### src/rtl/bus_sram_pkg.sv
// rtl/bus_sram_pkg.sv - shared FSM state type and wait-state limits for the SRAM bus slave
package bus_sram_pkg;

    typedef enum logic [2:0] {
        IDLE,
        RD,
        WR,
        WR_REC,
        DONE
    } state_t;

    localparam int WAIT_CNT_W = 4;
    localparam int WAIT_MIN   = 1;
    localparam int WAIT_MAX   = 15;

    // An out-of-range WAIT_CYCLES is pinned to the nearest legal strobe length.
    function automatic logic [WAIT_CNT_W-1:0] wait_load(input int cycles);
        if (cycles < WAIT_MIN) begin
            return WAIT_CNT_W'(WAIT_MIN);
        end else if (cycles > WAIT_MAX) begin
            return WAIT_CNT_W'(WAIT_MAX);
        end else begin
            return WAIT_CNT_W'(cycles);
        end
    endfunction

endpackage

### src/rtl/bus_wait_timer.sv
// rtl/bus_wait_timer.sv - loadable down-counter that flags the final cycle of an SRAM strobe
module bus_wait_timer
    import bus_sram_pkg::*;
(
    input  logic                  clk,
    input  logic                  reset_n,
    input  logic                  load,
    input  logic [WAIT_CNT_W-1:0] load_val,
    output logic                  done
);

    logic [WAIT_CNT_W-1:0] cnt;

    // Parks at zero instead of wrapping, so done fires once per load.
    always_ff @(posedge clk) begin
        if (!reset_n) begin
            cnt <= '0;
        end else if (load) begin
            cnt <= load_val;
        end else if (cnt != '0) begin
            cnt <= cnt - 1'b1;
        end
    end

    assign done = (cnt == WAIT_CNT_W'(1)) && !load;

endmodule

### src/rtl/bus_sram_slave.sv
// rtl/bus_sram_slave.sv - bus-to-async-SRAM slave; define BUS_SRAM_WPOST_EN for posted writes
module bus_sram_slave
    import bus_sram_pkg::*;
#(
    parameter logic [31:0] BASE_ADDR   = 32'h0000_0000,
    parameter logic [31:0] ADDR_MASK   = 32'hFFC0_0000,
    parameter int          WAIT_CYCLES = 2,
    parameter int          MEM_AW      = 20
) (
    input  logic              clk,
    input  logic              reset_n,
    input  logic [31:0]       bus_addr,
    input  logic [31:0]       bus_wdata,
    input  logic              bus_rreq,
    input  logic              bus_wreq,
    output logic              bus_ack,
    output logic              bus_busy,
    output logic [31:0]       bus_rdata,
    output logic [MEM_AW-1:0] mem_addr,
    output logic [31:0]       mem_dq_o,
    output logic              mem_dq_oe,
    input  logic [31:0]       mem_dq_i,
    output logic              mem_ce_n,
    output logic              mem_oe_n,
    output logic              mem_we_n
);

`ifdef BUS_SRAM_WPOST_EN
    localparam bit WPOST = 1'b1;
`else
    localparam bit WPOST = 1'b0;
`endif

    localparam logic [WAIT_CNT_W-1:0] WAIT_LOAD = wait_load(WAIT_CYCLES);

    state_t            state;
    logic              hit;
    logic [MEM_AW-1:0] req_word;
    logic [MEM_AW-1:0] lat_addr;
    logic [31:0]       lat_wdata;
    logic              pend_valid;
    logic              pend_wr;
    logic [MEM_AW-1:0] pend_addr;
    logic [31:0]       pend_wdata;
    logic              start_en;
    logic              start_wr;
    logic [MEM_AW-1:0] start_addr;
    logic [31:0]       start_wdata;
    logic              t_done;

    assign hit      = ((bus_addr & ADDR_MASK) == (BASE_ADDR & ADDR_MASK));
    assign bus_ack  = (bus_rreq | bus_wreq) & hit;
    assign req_word = bus_addr[MEM_AW+1:2];
    assign mem_addr = lat_addr;
    assign mem_dq_o = lat_wdata;

    // One place decides which access starts next; the register block just launches it.
    always_comb begin
        start_en    = 1'b0;
        start_wr    = bus_wreq;
        start_addr  = req_word;
        start_wdata = bus_wdata;
        case (state)
            IDLE: start_en = bus_ack;
            DONE: begin
                start_en = bus_rreq & hit & (req_word != lat_addr);
                start_wr = 1'b0;
            end
            WR_REC: begin
                if (WPOST) begin
                    if (pend_valid) begin
                        start_en    = 1'b1;
                        start_wr    = pend_wr;
                        start_addr  = pend_addr;
                        start_wdata = pend_wdata;
                    end else begin
                        start_en = bus_ack;
                    end
                end
            end
            default: start_en = 1'b0;
        endcase
    end

    bus_wait_timer u_timer (
        .clk      (clk),
        .reset_n  (reset_n),
        .load     (start_en),
        .load_val (WAIT_LOAD),
        .done     (t_done)
    );

    always_ff @(posedge clk) begin
        if (!reset_n) begin
            state      <= IDLE;
            mem_ce_n   <= 1'b1;
            mem_oe_n   <= 1'b1;
            mem_we_n   <= 1'b1;
            mem_dq_oe  <= 1'b0;
            bus_busy   <= 1'b0;
            bus_rdata  <= '0;
            lat_addr   <= '0;
            lat_wdata  <= '0;
            pend_valid <= 1'b0;
            pend_wr    <= 1'b0;
            pend_addr  <= '0;
            pend_wdata <= '0;
        end else if (start_en) begin
            lat_addr   <= start_addr;
            mem_ce_n   <= 1'b0;
            pend_valid <= 1'b0;
            if (start_wr) begin
                state     <= WR;
                lat_wdata <= start_wdata;
                mem_we_n  <= 1'b0;
                mem_oe_n  <= 1'b1;
                mem_dq_oe <= 1'b1;
                bus_busy  <= ~WPOST;
            end else begin
                state     <= RD;
                mem_oe_n  <= 1'b0;
                mem_we_n  <= 1'b1;
                mem_dq_oe <= 1'b0;
                bus_busy  <= 1'b1;
            end
        end else begin
            case (state)
                RD: begin
                    if (t_done) begin
                        state     <= DONE;
                        bus_rdata <= mem_dq_i;
                        mem_ce_n  <= 1'b1;
                        mem_oe_n  <= 1'b1;
                        bus_busy  <= 1'b0;
                    end
                end
                WR: begin
                    if (t_done) begin
                        state    <= WR_REC;
                        mem_we_n <= 1'b1;
                    end
                    // A request arriving behind a posted write is parked until the drain ends.
                    if (WPOST && !pend_valid && bus_ack) begin
                        pend_valid <= 1'b1;
                        pend_wr    <= bus_wreq;
                        pend_addr  <= req_word;
                        pend_wdata <= bus_wdata;
                        bus_busy   <= 1'b1;
                    end
                end
                WR_REC: begin
                    state     <= WPOST ? IDLE : DONE;
                    mem_ce_n  <= 1'b1;
                    mem_dq_oe <= 1'b0;
                    bus_busy  <= 1'b0;
                end
                DONE: begin
                    if (!bus_rreq && !bus_wreq) begin
                        state <= IDLE;
                    end
                end
                default: state <= IDLE;
            endcase
        end
    end

endmodule

### config.mk
export PLATFORM = sky130hd
export DESIGN_NAME = bus_sram_slave
export DESIGN_NICKNAME = d
export VERILOG_FILES = /design/src/rtl/bus_sram_pkg.sv /design/src/rtl/bus_wait_timer.sv /design/src/rtl/bus_sram_slave.sv
export SDC_FILE = /design/constraint.sdc
export NUM_CORES = 1
export LEC_CHECK = 0
export ABC_CLOCK_PERIOD_IN_PS = 2100
export BUFFER_PORTS_ARGS = -buffer_cell sky130_fd_sc_hd__buf_2
export CORE_MARGIN = 2
export CORE_UTILIZATION = 24
export DETAILED_ROUTE_END_ITERATION = 16
export SLEW_MARGIN = 20
export SYNTH_ARGS = -nofsm -noshare
export SYNTH_HDL_FRONTEND = slang
export SYNTH_SLANG_ARGS = --single-unit
### constraint.sdc
create_clock -name clk -period 2.1 [get_ports clk]
set_clock_uncertainty 0.15 [all_clocks]
set_input_delay 0 -clock clk [delete_from_list [all_inputs] [get_ports clk]]
set_output_delay 0 -clock clk [all_outputs]
set_load 0.01 [all_outputs]
==> key figures <==
Timing
  • Final hold violation count: 0
  • Final Cycle Share: 88.4%
  • RSZ-0062 raised after global routing: no
  • Min Tclk post-route: 1.86 ns
  • Final slew viol count: 0
  • Total negative slack: 0 ns
  • Slew HR: 71.4%
  • F_max: 539 MHz
  • Setup ws final: 0.244 ns
  • Worst Max-Slew Pin Slew: 0.430 ns
  • Final setup vio count: 0

Logic synthesis
  • Syn_nets: 564
  • FF+latch count, synth: 96
  • Netlist cell types: 38
  • Synth Warn #: 0
  • Register area share after synthesis: 49.3%
  • Synthesized area: 3890 um2
  • Post-synth ARST share: 0%
  • Dominant synthesized flop cell: dfxtp_1
  • Synth Instances: 464
  • Post-synth EDFFs: 0
  • Mean Syn Cell Area: 8.39 um2

Die
  • Die width: 131 um
  • Die H: 131 um
  • Top Ports: 190
  • Core area: 15900 um2
  • Rows: 46
  • Die Area: 17300 um2
  • Initial Util: 24.5%

Clocking
  • Post-CTS sizing: 0
  • Clock insertion delay at the later pin of the skew report: 0.34 ns
  • CTS tree: built
  • CTS sink count: 96
  • CTS buffer count: 9
  • H-Tree Depth: 3
  • Clock slew at reported path FFs: 0.06 ns
  • Setup bufs post-CTS: 0
  • CTS Hold Buffers Added: 86
  • CTS root buffer: clkbuf_16
  • CTS Buffer Depth: 2

Placed design
  • Placed cells: 845
  • Port Buffers: 187
  • Pre-CTS WS: 0.257 ns
  • Hpwl dp: 7500 um
  • Final GP Congestion: 0.731

Global routing
  • Gr usage total: 13.5%
  • Number of global-route vias before repair: 3938
  • Total congestion overflow: 0
  • M3 GR Usage: 3.70%
  • Largest net degree at the start of global routing: 48
  • M2 GR Usage: 23.5%
  • GR Util met1: 15.5%
  • Initial antenna violation count: 0
  • First-pass GRT wire length: 19000 um
  • Grt peak-use layer: met2

Worst hold path
  • Worst min-delay path class: in2reg
  • Hold Path Depth: 4

Drt
  • Vias per inst: 4.28
  • Antenna Nets Post-Route: 0
  • DR iter-0 viols: 152
  • Vias after detailed routing: 4045
  • WL/cell: 12.4 um
  • DRT Wirelength: 11700 um
  • Drt pass-1 iters: 4
  • # DRC: 0

Worst setup path
  • Worst path arrival time: 1.97 ns
  • Crit path kind: reg2reg
  • Endpoint class of the critical path: flop
  • Critical Path Slowest Stage Cell: dfxtp_1
  • Worst path top cell family by delay: simple AND/OR/NAND/NOR gates
  • CP Cell Sequence: xor2_1, nor4_2, nand3_2, o21a_1, buf_4, mux2i_1
  • Bufs and invs on worst path: 1
  • Worst-path fanout max: 15
  • Worst path depth: 6
  • Cell depth of the worst flop-to-flop path: 6
  • Worst path required time: 2.21 ns
  • CP peak stage delay: 0.33 ns
  • CP Launch Type: flop

Run status
  • Status: finished, final reports clean

Cells and area
  • Non-filler instance count after layout: 945
  • Antenna fix cells: 0
  • Nets: 826
  • P&R area growth vs syn: 57.8%
  • Final core occ: 38.7%
  • Layout cells sized above 1: 30.0%

Flow run
  • Max-cap viol count: 0

Pwr
  • Power per cell area: 595 nW/um2
  • Sw Pwr: 806 uW
  • Max VDD drop: 330 uV
  • Net Sw Frac: 22.0%
  • Clk pwr share: 40.7%
  • Leak pwr: 0.00267 uW
  • Internal power: 2850 uW
  • Sequential share of power: 50.1%
  • Comb power frac: 9.2%
-- worst paths after layout --
kind	endpoint	slack [ns]	start
worst max-delay path	mem_addr[11]	0.24	mem_addr[2]
worst min-delay path	mem_we_n	0.03	bus_wreq
worst max register to register	mem_addr[11]	0.24	mem_addr[2]
worst min register to register	bus_rdata[10]	0.30	bus_rdata[10]
-- flip-flops by register name, indices dropped and copies added (netlist names) --
register and count:
mem_dq_o 32, state 3, u_timer.cnt 4, bus_busy 1, mem_ce_n 1, mem_oe_n 1
mem_dq_oe 1, mem_we_n 1, bus_rdata 32, mem_addr 20
-- layout make-up --
type | instances | area [um2]
Multi-Input combinational cell | 335 | 1790
Inverter | 2 | 7.51
Fill cell | 1617 | 9740
Clock inverter | 1 | 5.00
Timing Repair Buffer | 282 | 1900
Sequential cell | 96 | 1920
Tap cell | 216 | 270
Clock buffer | 13 | 250
-- kinds of logic after synthesis --
family	share of synthesized area [%]
muxes	5.40
xor gates and xnor gates	4.50
buffers and inverters	4.69
and+or+nand+nor	23.1
AOI/OAI and AO/OA	12.9
DFF	49.3
-- power by group through the flow --
stage          combinational [uW]  clock (uW)  sequential, uW
2_1_floorplan                91.9           0            1870
3_3_place_gp                  210           0            1870
3_5_place_dp                  210           0            1870
4_1_cts                       334        1570            1830
5_1_grt                       368        1630            1830
6_report                      337        1490            1830
-- stage by stage --
stage	hold WS [ns]	cell area, um2	power (uW)
after floorplan	-0.0140	3890	1960
after global placement	0.0914	5030	2080
after detailed placement	0.0967	5030	2080
after CTS	0.0241	6150	3730
after global routing	0.0683	6150	3830
final	0.0283	6150	3660
-- layout by cell type (no fill, tap or decap), drive strengths merged, types with 3 or more instances in the layout --
| cell type | Yosys | routed |
|---|---|---|
| buf | 12 | 196 |
| nand2 | 174 | 174 |
| dfxtp | 96 | 96 |
| dlygate4sd3 | 0 | 86 |
| a21oi | 69 | 69 |
| mux2i | 21 | 21 |
| xor2 | 20 | 20 |
| clkbuf | 19 | 13 |
| nor2 | 8 | 8 |
| nor4 | 8 | 8 |
| o21ai | 6 | 6 |
| nor2b | 4 | 4 |
| nor3 | 3 | 3 |
-- cells in the mapped netlist (all sizes together) (3+ instances only) --
| master | count | area (um2) |
|---|---|---|
| buf | 12 | 104 |
| nor4 | 8 | 108 |
| mux2i | 21 | 210 |
| dfxtp | 96 | 1920 |
| a21oi | 69 | 345 |
| xor2 | 20 | 175 |
| nor3 | 3 | 25.0 |
| nor2 | 8 | 30.0 |
| nor2b | 4 | 25.0 |
| nand2 | 174 | 653 |
| clkbuf | 19 | 71.3 |
| o21ai | 6 | 33.8 |
-- layer usage --
metal	vias up	routed length [um]
met5	-	0
met3	19	781
met1	1825	5160
li1	2055	-
met4	0	266
met2	146	5530
-- worst register-to-register path: stages (launching register included) --
cell and delay [ns]:
dfxtp_1 0.33, xor2_1 0.17, nor4_2 0.31, nand3_2 0.16, o21a_1 0.22, buf_4 0.22
mux2i_1 0.21
No activity file was read; power rests on OpenSTA's default activity.
